==> config.mk <==
export PLATFORM = sky130hd
export DESIGN_NAME = vga_pixel_prefetch
export DESIGN_NICKNAME = d
export VERILOG_FILES = /design/src/rtl/vga_pixel_prefetch.sv
export SDC_FILE = /design/constraint.sdc
export NUM_CORES = 1
export LEC_CHECK = 0
export ABC_AREA = 1
export CORE_AREA = 2 2 144 90
export DETAILED_ROUTE_END_ITERATION = 10
export DIE_AREA = 0 0 146 92
export PLACE_DENSITY = 0.91
export SYNTH_ARGS = -nofsm -noshare
export SYNTH_HDL_FRONTEND = slang
export SYNTH_SLANG_ARGS = --single-unit
==> constraint.sdc <==
create_clock -name clk_i -period 6.1 [get_ports clk_i]
set_input_delay 0.61 -clock clk_i [delete_from_list [all_inputs] [get_ports clk_i]]
set_output_delay 0.61 -clock clk_i [all_outputs]
set_load 0.03 [all_outputs]
==> src/rtl/vga_pixel_prefetch.sv <==
// vga_pixel_prefetch
//   Read-side prefetcher between the frame-buffer controller's VGA read port
//   and the VGA timing/colour stage. Walks the frame linearly, keeps the
//   FIFO topped up while reads are in flight, and presents the head pixel
//   show-ahead so the VGA stage never waits on memory latency.
//
// Ports
//   clk_i          system clock, rising edge
//   reset_i        asynchronous active-high reset
//   frame_start_i  one-cycle pulse at vertical blank: flush and restart frame
//   pix_req_i      VGA stage consumes the head pixel this cycle
//   mem_addr_o     frame-buffer word address presented to the controller
//   mem_data_i     read data, valid RD_LAT cycles after its address; colour in [7:0]
//   pix_data_o     head colour, 8'h00 when empty
//   pix_valid_o    FIFO not empty
//   underflow_o    sticky: pix_req_i seen while empty (cleared by reset only)
//   frame_done_o   every read of the current frame has been issued
//   fifo_level_o   current FIFO occupancy
//
// state | meaning
// IDLE  | out of reset, waiting for the first frame_start
// FETCH | issuing reads for the current frame
// DONE  | last address issued, waiting for frame_start
module vga_pixel_prefetch #(
  parameter int ADDR_W    = 16,
  parameter int FB_WORDS  = 19200,
  parameter int BASE_ADDR = 0,
  parameter int DEPTH     = 16,
  parameter int RD_LAT    = 1
) (
  input  logic                     clk_i,
  input  logic                     reset_i,
  input  logic                     frame_start_i,
  input  logic                     pix_req_i,
  output logic [ADDR_W-1:0]        mem_addr_o,
  input  logic [15:0]              mem_data_i,
  output logic [7:0]               pix_data_o,
  output logic                     pix_valid_o,
  output logic                     underflow_o,
  output logic                     frame_done_o,
  output logic [$clog2(DEPTH):0]   fifo_level_o
);

  localparam int PTR_W = $clog2(DEPTH);
  localparam int LVL_W = PTR_W + 1;
  localparam logic [ADDR_W-1:0] FIRST_ADDR = ADDR_W'(BASE_ADDR);
  localparam logic [ADDR_W-1:0] LAST_ADDR  = ADDR_W'(BASE_ADDR + FB_WORDS - 1);

  typedef enum logic [1:0] {IDLE, FETCH, DONE} state_t;

  state_t              state_q;
  logic [ADDR_W-1:0]   addr_q;
  logic [RD_LAT-1:0]   vld_q, vld_d;
  logic [7:0]          fifo_mem [DEPTH];
  logic [PTR_W-1:0]    wr_ptr_q, rd_ptr_q;
  logic [LVL_W-1:0]    level_q, inflight;
  logic                underflow_q, frame_done_q;
  logic                issue, capture, push, pop;
  logic                unused_hi;

  assign unused_hi = ^mem_data_i[15:8];

  always_comb begin
    inflight = '0;
    for (int i = 0; i < RD_LAT; i++) inflight = inflight + LVL_W'(vld_q[i]);
  end

  // Counting in-flight reads against free space is what makes overflow impossible.
  assign issue   = (state_q == FETCH) && ((int'(level_q) + int'(inflight)) < DEPTH);
  assign capture = vld_q[RD_LAT-1];
  assign push    = capture && !frame_start_i;
  assign pop     = pix_req_i && pix_valid_o && !frame_start_i;

  always_comb begin
    vld_d    = vld_q << 1;
    vld_d[0] = issue;
  end

  always_ff @(posedge clk_i) begin
    if (push) fifo_mem[wr_ptr_q] <= mem_data_i[7:0];
  end

  always_ff @(posedge clk_i or posedge reset_i) begin
    if (reset_i) begin
      state_q      <= IDLE;
      addr_q       <= FIRST_ADDR;
      vld_q        <= '0;
      wr_ptr_q     <= '0;
      rd_ptr_q     <= '0;
      level_q      <= '0;
      underflow_q  <= 1'b0;
      frame_done_q <= 1'b0;
    end else if (frame_start_i) begin
      // Restart wins over pop, underflow and capture; in-flight returns are dropped.
      state_q      <= FETCH;
      addr_q       <= FIRST_ADDR;
      vld_q        <= '0;
      wr_ptr_q     <= '0;
      rd_ptr_q     <= '0;
      level_q      <= '0;
      frame_done_q <= 1'b0;
    end else begin
      vld_q <= vld_d;
      if (push) wr_ptr_q <= wr_ptr_q + PTR_W'(1);
      if (pop)  rd_ptr_q <= rd_ptr_q + PTR_W'(1);
      level_q <= level_q + LVL_W'(push) - LVL_W'(pop);
      if (pix_req_i && !pix_valid_o) underflow_q <= 1'b1;
      if (issue) begin
        // Address holds on the last word so DONE keeps presenting it.
        if (addr_q == LAST_ADDR) begin
          state_q      <= DONE;
          frame_done_q <= 1'b1;
        end else begin
          addr_q <= addr_q + ADDR_W'(1);
        end
      end
    end
  end

  assign mem_addr_o   = addr_q;
  assign pix_valid_o  = (level_q != '0);
  assign pix_data_o   = pix_valid_o ? fifo_mem[rd_ptr_q] : 8'h00;
  assign underflow_o  = underflow_q;
  assign frame_done_o = frame_done_q;
  assign fifo_level_o = level_q;

endmodule

; After elaboration in Yosys (flattened, before gate mapping)
; Memory sizes are Yosys's and may differ from the RTL's.
; Cells that the tools add are included.
[word_totals]
register_bits = 34
latchBits = 0
ram_bits = 128
romBits = 0
out_inout_bits = 32
n_memories = 1
[op_classes]
n_addsub = 6
multipliers = 0
div_mod_pow = 0
n_lt_le_gt_ge = 1
eq_ne = 3
shifts = 0
n_mux = 18
bitwise_logic = 1
n_reduce_logical = 15
[mem_list]
columns = memory, depth, word_bits, read_ports, rd_ports_with_merged_regs, wr, line
row1 = fifo_mem, 16, 8, 1, 0, 1, 54  ; logic [7:0] fifo_mem [DEPTH];
[op_table]
columns = op, count
row1 = 2-to-1 mux 16 bit, 3
row2 = "adder 16 x 1 -> 16 bit, second input constant", 1
row3 = "== test 16 x 15 -> 1 bit, second input constant", 1
row4 = 2-to-1 mux 4 bit, 4
row5 = "adder 4 x 1 -> 4 bit, second input constant", 2
row6 = 2-to-1 mux 8 bit, 1
row7 = nonzero test 2 bit, 4
row8 = adder 5 x 1 -> 6 bit, 1
row9 = "less-than comparator 6 x 5 -> 1 bit, second input constant", 1
row10 = 2-to-1 mux 1 bit, 6
row11 = 2-to-1 mux 2 bit, 3
row12 = AND reduction 2 bit, 3
row13 = adder 5 x 1 -> 5 bit, 1
row14 = logical AND 1 bit, 5
row15 = 2-to-1 mux 5 bit, 1
row16 = nonzero test 5 bit, 1
row17 = subtractor 5 x 1 -> 5 bit, 1
row18 = "== test 2 x 1 -> 1 bit, second input constant", 1
row19 = logical NOT 1 bit, 2
row20 = "inequality test 2 bit, second input constant", 1
row21 = NOT 1 bit, 1

; Depth between registers and ports, before layout
; Gate-level depths: netlist of run 1.
[logic_depth]
ltp_word = 5
depth_mapped = 15
ltp_nobuf = 15

; Worst setup path after synthesis of run 1
; No wires, ideal clock.
[synth_path]
path_kind = reg2reg
start = register level_q[2], in the netlist fifo_level_o[2]
end = register level_q[4], in the netlist fifo_level_o[4]
setup_ns = 0.120
t_arrival_ns = 2.949
required_time_ns = 5.980
slack_ns = 3.031
stages_incl_launch_ff = 16
path_buffers = 0
cell_sequence = dfrtp_1 -> inv_1 -> ha_1 -> nand3_1 -> clkinv_1 -> nor2_1 -> ha_1 -> inv_1 -> ha_1 -> inv_1 -> fa_1 -> inv_1 -> a21oi_1 -> o21bai_1 -> xor2_1 -> nor2_1
[synth_between]
elab_chain_len = 5
[synth_rtl]
columns = element, line
row1 = from (decl), 56  ; logic [LVL_W-1:0] level_q, inflight;
row2 = from (signal assigned), 106  ; level_q <= level_q + LVL_W'(push) - LVL_W'(pop);
row3 = nonzero test 5 bit, 121  ; assign pix_valid_o = (level_q != '0);
row4 = net pix_valid_o, 38  ; output logic pix_valid_o,
row5 = logical AND 1 bit (2 in a row), 72  ; assign pop = pix_req_i && pix_valid_o && !frame_start_i;
row6 = subtractor 5 x 1 -> 5 bit, 106
row7 = 2-to-1 mux 5 bit, 93  ; end else if (frame_start_i) begin
; The timed path passes the listed nets, and every way through them passes these cells.
; A chain may end at the register's enable or synchronous reset.

; Worst setup path in the final report of run 1
[layout_path]
start = register rd_ptr_q[2]
end = output port pix_data_o[7]
[layout_between]
elab_chain_len = 2
[layout_rtl]
columns = element, line
row1 = from (decl), 55  ; logic [PTR_W-1:0] wr_ptr_q, rd_ptr_q;
row2 = from (signal assigned), 105  ; if (pop) rd_ptr_q <= rd_ptr_q + PTR_W'(1);
row3 = memory read (16 x 8 bit), n/a
row4 = 2-to-1 mux 8 bit, 122  ; assign pix_data_o = pix_valid_o ? fifo_mem[rd_ptr_q] : 8'h00;
row5 = to (decl), 37  ; output logic [7:0] pix_data_o,
; Every way passes these cells.

==> metrics.log, run 1 <==
INFO  metric detailedRoute.firstPassIterationCount = 5
INFO  metric power-per-cell-area = between 300 and 400 nW/µm²
INFO  metric layout_worst_path_cycle_share = 0.680
INFO  metric viasPerCell = roughly 5.6
INFO  metric critPathMaxStageDelay = approximately 810 ps
INFO  metric num_vias = 5350
INFO  metric maximum_number_of_pins_on_one_net_before_global_route_repair = 67
INFO  metric finClkSkew = 6.37 ps
INFO  metric syn_to_final_growth = 14.4%
INFO  metric ys_ff_latch = approximately 160
INFO  metric synth_nets = roughly 800
INFO  metric number_of_instances_in_the_synthesized_netlist = roughly 740
INFO  metric cp_data_required_time = between 5000 and 6000 ps
INFO  metric timing.final.crit_period = between 4000 and 5000 ps
INFO  metric number_of_i_o_port_buffers = 43
INFO  metric timing.critical_path.cells = clkinv_1 -> nand3_1 -> nand3_1 -> a21oi_1 -> clkdlybuf4s50_1
INFO  metric timing_worst_slew_pin_value = roughly 1100 ps
INFO  metric first_global_vias = approximately 5.2k
INFO  metric timing.reg2reg.worst_path_depth = 15
INFO  metric worst_setup_hold_path_clk_slew = approximately 60 ps
INFO  metric gp_congestion = 0.862
INFO  metric detail_route.wl_per_cell = between 15 and 20 µm
INFO  metric num-nets-final = 813
INFO  metric cts_inserted_buffers = 17
INFO  metric max_slew_margin = 0.260
INFO  metric dieArea = roughly 13000 µm²
INFO  metric io_pins = between 50 and 60
INFO  metric synthesis.area_per_instance = approximately 10 µm²
INFO  metric power.ir.vdd_worst = slightly below 0.2 mV
INFO  metric post_synth_instance_area = 7430 µm²
INFO  metric totalNegativeSetupSlack = 0 ps
INFO  metric cpMostUsedCell = sky130_fd_sc_hd__nand3_1
INFO  metric power.internal = ~2.1 mW
INFO  metric core-area = between 10000 and 15000 µm²
INFO  metric fraction_of_final_layout_cells_with_drive_strength_greater_than_1 = 0.0747
INFO  metric netSwitchingFraction = 0.341
INFO  metric final_max_slew_viol_count = 0
INFO  metric clk_root_buffer_cell = sky130_fd_sc_hd__clkbuf_16
INFO  metric dp_hpwl = 10400 µm
INFO  metric wirelength = 16700 µm
INFO  metric global_route_wire_length_before_repair = between 20000 and 30000 µm
INFO  metric run_status = complete, no violations
INFO  metric reg2reg_setup_slack = about 2900 ps
INFO  metric grt_use_total = 0.261
INFO  metric synthDistinctLibCells = 38
INFO  metric mostFrequentLayoutCell = sky130_fd_sc_hd__nand2_1
INFO  metric cp_max_fo = 18
INFO  metric layout.cells.most_common_list = sky130_fd_sc_hd__nand2_1 (189), sky130_fd_sc_hd__edfxtp_1 (128), sky130_fd_sc_hd__nor2_1 (107)
INFO  metric final_cells = between 900 and 1k
INFO  metric cts.path.max_buffers = 2
INFO  metric netSwitchingPower = approximately 1.1 mW
INFO  metric clockPowerShare = 0.324
INFO  metric tritoncts = done
INFO  metric timing.hold.worst.class = reg -> reg
INFO  metric die_w = 146 µm
INFO  metric arrival = 3540 ps
INFO  metric critical-path-slowest-cell = sky130_fd_sc_hd__dfrtp_1
INFO  metric p_comb_frac = 0.283
INFO  metric cell_leakage_power = roughly 3.4 nW
INFO  metric worst-setup-path-type = reg -> out
INFO  metric whs_endpoint = state_q[0]
INFO  metric cts.hold.buffers_added = 0
INFO  metric globalRoute.totalOverflow = 0
INFO  metric min_path_cells = 2
INFO  metric antenna_found_initial = 0
INFO  metric postSynth.asyncResetShare = 0.205
INFO  metric critical_path.reg2reg.startpoint = fifo_level_o[2]
INFO  metric cts.repair.resized = 0
INFO  metric timing.max_cap.violations = 0
INFO  metric critical_path.reg2reg.endpoint = fifo_level_o[4]
INFO  metric fp_rows = 32
INFO  metric remaining_drc_errors = 0
INFO  metric initialDrtViolationCount = just under 700
INFO  metric placed_cells_incl_taps = 928
INFO  metric drt_antenna_net_count = 0
INFO  metric synth-main-ff-cell = sky130_fd_sc_hd__edfxtp_1
INFO  metric synth_edf_count = 128
INFO  metric num_antenna_cells = 0
INFO  metric crit_path_end_kind = output port
INFO  metric hp-start = state_q[0]
INFO  metric die_height = 92 µm
INFO  metric initial_core_util = 0.603
INFO  metric synth_seq_area_share = 0.628
INFO  metric setup_repair_after_global_routing_missed_its_margin = false
INFO  metric worstSkewPairLatency = 420 ps
INFO  metric fin_util = 0.690
INFO  metric power.sequential.fraction = 0.392
INFO  metric total_power = about 3.2 mW
INFO  metric achievable-frequency = ~240 MHz
INFO  metric final-setup-viol-count = 0
INFO  metric yosys_warnings = 0
INFO  metric hold_viol_final = 0
INFO  metric numClockSinks = about 160
INFO  metric cts.repair_timing.setup_buffer_count = 0
INFO  metric startpoint_type_of_the_worst_setup_path = register
INFO  metric htree_num_levels = 4
## area by class of cell
class,count,area [µm²]
well taps,170,213
repair buffers,47,460
inverters,59,221
flip-flops and latches,161,4670
clock inverters,14,154
multi-input cells,491,2360
fillers,869,3830
clock buffers,18,429
## how the worst max path moves through the flow
stage	from	to	slack (ps)	cells past startpoint
final	rd_ptr_q[2]	pix_data_o[7]	1950	5
after global routing	rd_ptr_q[2]	pix_data_o[7]	1960	5
after CTS	rd_ptr_q[2]	pix_data_o[7]	2070	5
after detailed placement	rd_ptr_q[2]	pix_data_o[7]	2520	5
after global placement	rd_ptr_q[2]	pix_data_o[4]	2640	5
after floorplan	fifo_level_o[2]	fifo_level_o[4]	3030	15
## stage by stage
stage | hold slack [ps] | setup slack [ps] | area, µm²
floorplan | 442 | 3030 | 7430
global placement | 453 | 2640 | 7920
detailed placement | 481 | 2520 | 7920
CTS | 495 | 2070 | 8500
global route | 522 | 1960 | 8500
finish | 495 | 1950 | 8500
## registers in the layout, indices dropped and copies added, names as in the netlist
name,cells
rd_ptr_q,4
state_q,2
underflow_o,1
fifo_level_o,5
wr_ptr_q,4
fifo_mem,128
mem_addr_o,16
capture,1
## power groups by stage
| stage | logic [mW] | registers, mW | clock network (mW) |
|---|---|---|---|
| final | 0.917 | 1.27 | 1.05 |
| after CTS | 0.906 | 1.27 | 1.05 |
| after floorplan | 0.587 | 1.33 | 0 |
| after global routing | 1.00 | 1.28 | 1.10 |
| after global placement | 0.861 | 1.29 | 0 |
| after detailed placement | 0.894 | 1.29 | 0 |
## cells by family after synthesis
group	count (synthesis)	synth area share
buf+inv	90	0.0547
simple gates	400	0.230
compound gates	68	0.0505
xor+xnor	7	0.00825
flops	161	0.628
fa+ha+maj	16	0.0279
## per-layer routing
layer  routed length (µm)  vias to the layer above  track usage  part of all wire
li1                     -                     2547            -                 -
met1                 7030                     2458        0.365              0.42
met2                 7610                      313        0.401              0.46
met3                 1730                       32       0.0632              0.10
met4                  335                        0        0.104             0.020
met5                    0                        -            0                 0
## synth_stat cells, drive strengths merged (5+ instances only)
library cell / number / area share
nand2: 198 / 0.10
ha: 15 / 0.025
xor2: 6 / 0.0071
o21ai: 44 / 0.032
inv: 56 / 0.028
nand3: 77 / 0.053
edfxtp: 128 / 0.52
o21bai: 5 / 0.0051
dfrtp: 33 / 0.11
clkbuf: 8 / 0.0040
a21oi: 16 / 0.011
buf: 23 / 0.021
nand3b: 6 / 0.0077
nor2: 110 / 0.058
## worst max-delay path: cells and delay by family (launching register included)
kind | cells | cell delay (ps)
AO/OA/AOI/OAI | 1 | 230
buffers and inverters | 2 | 1520
AND/OR/NAND/NOR | 2 | 540
flip-flops | 1 | 810
(Power assumes the default switching activity.)
==> inputs of run 2 (changes only) <==
Settings changed: CORE_AREA 2 2 144 90 to 2 2 148 92, DIE_AREA 0 0 146 92 to 0 0 150 94, PLACE_DENSITY 0.91 to 0.87.
Clock period 6.1 ns to 4 ns, I/O delays scaled along.
==> run 2 against run 1 <==
Effect of this change:
- sequential power grew 53%
- global-route usage shrank 0.25 points
- clock-buffer cell count shrank 1
- register-to-register slack lost 2000 ps
- cell count grew 0.73%
- critical endpoint is now pix_data_o[2]
- routed wire length grew 0.29%
- flip-flop and latch count is the same
- combinational power grew 53%
- hold slack lost 43 ps
- first-iteration DRC count grew 9.3%
- clock power grew 57%
==> metrics.log, run 2 (synthesized netlist as in run 1, its figures left out) <==
INFO  metric timing.hold.worst.class = in -> async
INFO  metric detailedRoute.firstPassIterationCount = 6
INFO  metric finClkSkew = between 9 and 10 ps
INFO  metric final-setup-viol-count = 0
INFO  metric cts.hold.buffers_added = 0
INFO  metric gp_congestion = 0.836
INFO  metric maximum_number_of_pins_on_one_net_before_global_route_repair = 41
INFO  metric worst_setup_hold_path_clk_slew = roughly 70 ps
INFO  metric fin_util = 0.679
INFO  metric netSwitchingPower = roughly 1.8 mW
INFO  metric tritoncts = done
INFO  metric non_filler_cell_area_final = 8590 µm²
INFO  metric number_of_i_o_port_buffers = 43
INFO  metric io_pins = 52
INFO  metric cell_leakage_power = about 3.4 nW
INFO  metric die_w = about 150 µm
INFO  metric die_height = around 94 µm
INFO  metric num_antenna_cells = 0
INFO  metric netSwitchingFraction = 0.352
INFO  metric postPlaceCellArea = ~8000 µm²
INFO  metric registers.top_by_ff_count = fifo_mem
INFO  metric global_route_wire_length_before_repair = approximately 27000 µm
INFO  metric largest_reg_flops = 128
INFO  metric multi_input_comb_area = about 2400 µm²
INFO  metric timing.max_cap.violations = 0
INFO  metric cts.path.max_buffers = 2
INFO  metric detailedPlace.worstSlack = about 960 ps
INFO  metric layout.cells.most_common_list = sky130_fd_sc_hd__nand2_1 (189), sky130_fd_sc_hd__edfxtp_1 (128), sky130_fd_sc_hd__nor2_1 (107)
INFO  metric initialDrtViolationCount = 751
INFO  metric layout_worst_path_cycle_share = 0.848
INFO  metric register_area = between 4000 and 5000 µm²
INFO  metric fill_cells = ~890
INFO  metric startpoint_type_of_the_worst_setup_path = register
INFO  metric cts.repair_timing.setup_buffer_count = 0
INFO  metric num-nets-final = 820
INFO  metric syn_to_final_growth = 15.5%
INFO  metric numClockSinks = approximately 160
INFO  metric antenna_found_initial = 0
INFO  metric wirelength = ~17000 µm
INFO  metric worstSkewPairLatency = around 430 ps
INFO  metric clockPowerShare = 0.331
INFO  metric final_critical_path_setup_slack = about 610 ps
INFO  metric mostFrequentLayoutCell = sky130_fd_sc_hd__nand2_1
INFO  metric dieArea = 14100 µm²
INFO  metric p_comb_frac = 0.281
INFO  metric htree_num_levels = 4
INFO  metric num_vias = around 5.3k
INFO  metric arrival = 2990 ps
INFO  metric dp_hpwl = ~11000 µm
INFO  metric clk_root_buffer_cell = sky130_fd_sc_hd__clkbuf_16
INFO  metric power.sequential.fraction = 0.388
INFO  metric power.internal = approximately 3.2 mW
INFO  metric cpMostUsedCell = sky130_fd_sc_hd__nand3_1
INFO  metric cts_inserted_buffers = 17
INFO  metric max_slew_margin = 0.338
INFO  metric worst-setup-path-type = reg -> out
INFO  metric timing_worst_slew_pin_value = between 900 and 1000 ps
INFO  metric crit_path_end_kind = output port
INFO  metric setup_repair_after_global_routing_missed_its_margin = false
INFO  metric timing.final.crit_period = 3390 ps
INFO  metric critPathMaxStageDelay = 720 ps
INFO  metric achievable-frequency = 295 MHz
INFO  metric cp_max_fo = 32
INFO  metric fraction_of_final_layout_cells_with_drive_strength_greater_than_1 = 0.0841
INFO  metric power-per-cell-area = about 580 nW/µm²
INFO  metric viasPerCell = around 5.5
INFO  metric hold_viol_final = 0
INFO  metric core-area = about 13000 µm²
INFO  metric power.ir.vdd_worst = between 0.2 and 0.3 mV
INFO  metric fp_rows = 32
INFO  metric detail_route.wl_per_cell = approximately 17 µm
INFO  metric cts.repair.resized = 0
INFO  metric timing.critical_path.cells = inv_2 -> buf_4 -> o21ai_0 -> nand3_1 -> nand3_1 -> a21oi_1 -> clkdlybuf4s50_1
INFO  metric remaining_drc_errors = 0
INFO  metric initial_core_util = 0.587
INFO  metric globalRoute.totalOverflow = 0
INFO  metric run_status = complete, no violations
INFO  metric grt_use_total = 0.259
INFO  metric drt_antenna_net_count = 0
INFO  metric critical-path-slowest-cell = sky130_fd_sc_hd__clkdlybuf4s50_1
INFO  metric first_global_vias = between 5k and 6k
INFO  metric final_max_slew_viol_count = 0
INFO  metric cp_data_required_time = 3600 ps
INFO  metric totalNegativeSetupSlack = 0 ps
-- run 2: cell types whose count changed in the layout (fill, tap and decap cells not counted), sizes merged --
cell and delta:
inv +4, clkbuf -1, clkinvlp -2, bufinv -1, buf +7
-- run 2: critical path: cells and delay by family, from the launching register on --
kind                   cells  cell delay (ps)
buffers and inverters      3             1540
DFF                        1              420
AOI/OAI and AO/OA          2              360
and+or+nand+nor            2              250
-- run 2: cell type report --
class | instances | area share
tap | 170 | 0.0248
timing repair buffer | 54 | 0.0597
sequential | 161 | 0.544
clock buffer | 17 | 0.0495
inverter | 59 | 0.0258
clock inverter | 15 | 0.0219
multi-input combinational | 491 | 0.274
-- run 2: worst paths after layout --
| kind | startpoint | endpoint | slack [ps] | depth (start not counted) |
|---|---|---|---|---|
| setup / recovery | rd_ptr_q[0] | pix_data_o[2] | 610 | 7 |
| hold / removal | reset_i | wr_ptr_q[2] | 450 | 2 |
| setup reg to reg | fifo_level_o[2] | fifo_level_o[4] | 890 | 15 |
| hold reg to reg | state_q[0] | state_q[0] | 480 | 2 |
| max in group asynchronous | reset_i | rd_ptr_q[0] | 2820 | 3 |
| min in group clk_i | state_q[0] | state_q[0] | 480 | 2 |
-- run 2: per-layer routing --
metal  vias to the layer above  track usage  wire length (µm)
met2                       258        0.379              7450
met4                         0       0.0723               223
met5                         -            0                 0
met3                        28       0.0782              1690
met1                      2488        0.378              7390
li1                       2556            -                 -
-- run 2: power groups by stage --
stage	registers (mW)	logic [mW]	clock network (mW)
6_report	1.94	1.40	1.65
5_1_grt	1.95	1.55	1.74
4_1_cts	1.94	1.39	1.67
3_5_place_dp	1.97	1.37	0
3_3_place_gp	1.97	1.35	0
2_1_floorplan	2.02	0.894	0
-- run 2: metrics by stage --
step	hold WS, ps	power [mW]	std cells
2_1_floorplan	442	2.92	742
3_3_place_gp	453	3.32	935
3_5_place_dp	469	3.35	935
4_1_cts	483	5.00	967
5_1_grt	522	5.24	967
6_report	451	5.00	967
==> inputs of run 3 (changes only) <==
Settings changed: CORE_AREA 2 2 148 92 to 2 2 156 97, DIE_AREA 0 0 150 94 to 0 0 158 99, PLACE_DENSITY 0.87 to 0.83.
Clock period 4 ns to 3.1 ns, I/O delays scaled along.
==> run 3 against run 2 <==
Effect of this change:
- critical path type is now reg -> reg
- sequential power is 29% higher
- sequential share of layout area down 0.87 points
- highest routed layer unchanged
- register-to-register slack worse by 480 ps
- flip-flop and latch count unchanged
- non-clock buffer count rose by 17
==> metrics.log, run 3 (synthesized netlist as in run 1, its figures left out) <==
INFO  metric numClockSinks = approximately 160
INFO  metric grt_use_total = 0.231
INFO  metric cts.repair_timing.setup_buffer_count = 0
INFO  metric num-nets-final = 837
INFO  metric detailedRoute.firstPassIterationCount = 5
INFO  metric run_status = complete, no violations
INFO  metric setup_repair_after_global_routing_missed_its_margin = false
INFO  metric max_slew_margin = 0.518
INFO  metric final_critical_path_setup_slack = between 400 and 500 ps
INFO  metric power.internal = approximately 4.2 mW
INFO  metric number_of_i_o_port_buffers = 43
INFO  metric maximum_number_of_pins_on_one_net_before_global_route_repair = 67
INFO  metric timing.max_cap.violations = 0
INFO  metric totalNegativeSetupSlack = 0 ps
INFO  metric io_pins = 52
INFO  metric detail_route.wl_per_cell = about 17 µm
INFO  metric layout_worst_path_cycle_share = 0.868
INFO  metric timing.final.crit_period = between 2000 and 3000 ps
INFO  metric fraction_of_final_layout_cells_with_drive_strength_greater_than_1 = 0.112
INFO  metric initial_core_util = 0.523
INFO  metric final_cells = between 1k and 1.5k
INFO  metric cell_leakage_power = 3.54 nW
INFO  metric worstSkewPairLatency = 420 ps
INFO  metric clockPowerShare = 0.328
INFO  metric antenna_found_initial = 0
INFO  metric worst_setup_hold_path_clk_slew = approximately 60 ps
INFO  metric dieArea = approximately 16000 µm²
INFO  metric global_route_wire_length_before_repair = 26900 µm
INFO  metric num_antenna_cells = 0
INFO  metric dp_hpwl = around 11000 µm
INFO  metric cts.hold.buffers_added = 0
INFO  metric tritoncts = done
INFO  metric detailedPlace.worstSlack = 307 ps
INFO  metric cts_inserted_buffers = 17
INFO  metric die_w = ~160 µm
INFO  metric timing.hold.worst.class = in -> async
INFO  metric arrival = around 3000 ps
INFO  metric startpoint_type_of_the_worst_setup_path = register
INFO  metric timing.reg2reg.worst_path_depth = 15
INFO  metric first_global_vias = approximately 5.0k
INFO  metric mostFrequentLayoutCell = sky130_fd_sc_hd__nand2_1
INFO  metric die_height = 99 µm
INFO  metric globalRoute.totalOverflow = 0
INFO  metric fin_util = 0.614
INFO  metric final_max_slew_viol_count = 0
INFO  metric worst-setup-path-type = reg -> reg
INFO  metric timing_worst_slew_pin_value = about 720 ps
INFO  metric largest_reg_flops = 128
INFO  metric cp_max_fo = 5
INFO  metric achievable-frequency = between 300 and 400 MHz
INFO  metric finClkSkew = between 10 and 15 ps
INFO  metric final-setup-viol-count = 0
INFO  metric critical_path.reg2reg.endpoint = fifo_level_o[4]
INFO  metric p_comb_frac = 0.283
INFO  metric netSwitchingPower = ~2.2 mW
INFO  metric power.sequential.fraction = 0.389
INFO  metric viasPerCell = between 5 and 6
INFO  metric remaining_drc_errors = 0
INFO  metric registers.top_by_ff_count = fifo_mem
INFO  metric num_vias = between 5k and 6k
INFO  metric core-area = approximately 14000 µm²
INFO  metric fp_rows = 34
INFO  metric wirelength = between 15000 and 20000 µm
INFO  metric initialDrtViolationCount = roughly 640
INFO  metric placed_cells_incl_taps = 980
INFO  metric power.ir.vdd_worst = roughly 0.38 mV
INFO  metric critical_path.reg2reg.startpoint = fifo_level_o[2]
INFO  metric layout.cells.most_common_list = sky130_fd_sc_hd__nand2_1 (189), sky130_fd_sc_hd__edfxtp_1 (128), sky130_fd_sc_hd__nor2_1 (107)
INFO  metric drt_antenna_net_count = 0
INFO  metric crit_path_end_kind = register
INFO  metric clk_root_buffer_cell = sky130_fd_sc_hd__clkbuf_16
INFO  metric syn_to_final_growth = 17.4%
INFO  metric netSwitchingFraction = 0.343
INFO  metric power-per-cell-area = around 740 nW/µm²
INFO  metric cp_data_required_time = 3400 ps
INFO  metric total_power = about 6.4 mW
INFO  metric fill_cells = between 1k and 1.5k
INFO  metric htree_num_levels = 4
INFO  metric hold_viol_final = 0
INFO  metric gp_congestion = around 0.85
INFO  metric cts.repair.resized = 0
INFO  metric cts.path.max_buffers = 2
INFO  metric reg2reg_setup_slack = approximately 410 ps
run 3: cell type report:
class                           count  area [µm²]  area share
Multi-Input combinational cell    491        2360       0.270
Sequential cell                   161        4670       0.535
Tap cell                          198         248      0.0284
Inverter                           59         221      0.0254
Clock buffer                       17         425      0.0487
Clock inverter                     14         173      0.0198
Timing Repair Buffer               71         633      0.0725
run 3: worst max path at each step:
stage	start	endpoint	cells after the start
2_1_floorplan	fifo_level_o[2]	fifo_level_o[4]	15
3_3_place_gp	frame_start_i	fifo_level_o[4]	13
3_5_place_dp	frame_start_i	fifo_level_o[4]	13
4_1_cts	fifo_level_o[2]	fifo_level_o[4]	15
5_1_grt	fifo_level_o[2]	fifo_level_o[4]	15
6_report	fifo_level_o[2]	fifo_level_o[4]	15
run 3: metal layers:
metal / global-route usage / vias to the layer above / part of all wire
li1: - / 2594 / -
met1: 0.351 / 2552 / 0.46
met2: 0.333 / 233 / 0.44
met3: 0.0528 / 26 / 0.086
met4: 0.0693 / 0 / 0.014
met5: 0 / - / 0
run 3: power by group through the flow:
| stage | sequential [mW] | clock [mW] | combinational [mW] |
|---|---|---|---|
| 5_1_grt | 2.51 | 2.24 | 2.01 |
| 4_1_cts | 2.50 | 2.14 | 1.83 |
| 6_report | 2.50 | 2.11 | 1.82 |
| 3_5_place_dp | 2.55 | 0 | 1.80 |
| 3_3_place_gp | 2.54 | 0 | 1.76 |
| 2_1_floorplan | 2.61 | 0 | 1.15 |
run 3: per-stage QoR:
step                area (µm²)  hold WS [ps]
floorplan                 7430           409
global placement          8130           454
detailed placement        8130           475
CTS                       8730           288
global route              8730           319
finish                    8730           276
run 3: critical path: stages (launching register included):
cell	delay [ps]
sky130_fd_sc_hd__dfrtp_1	420
sky130_fd_sc_hd__inv_1	100
sky130_fd_sc_hd__ha_1	210
sky130_fd_sc_hd__nand3_1	120
sky130_fd_sc_hd__clkinv_1	90
sky130_fd_sc_hd__nor2_1	200
sky130_fd_sc_hd__ha_1	270
sky130_fd_sc_hd__inv_1	60
sky130_fd_sc_hd__ha_1	170
sky130_fd_sc_hd__inv_1	60
sky130_fd_sc_hd__fa_1	360
sky130_fd_sc_hd__inv_1	90
sky130_fd_sc_hd__a21oi_1	70
sky130_fd_sc_hd__o21bai_1	150
sky130_fd_sc_hd__xor2_1	170
sky130_fd_sc_hd__nor2_1	50
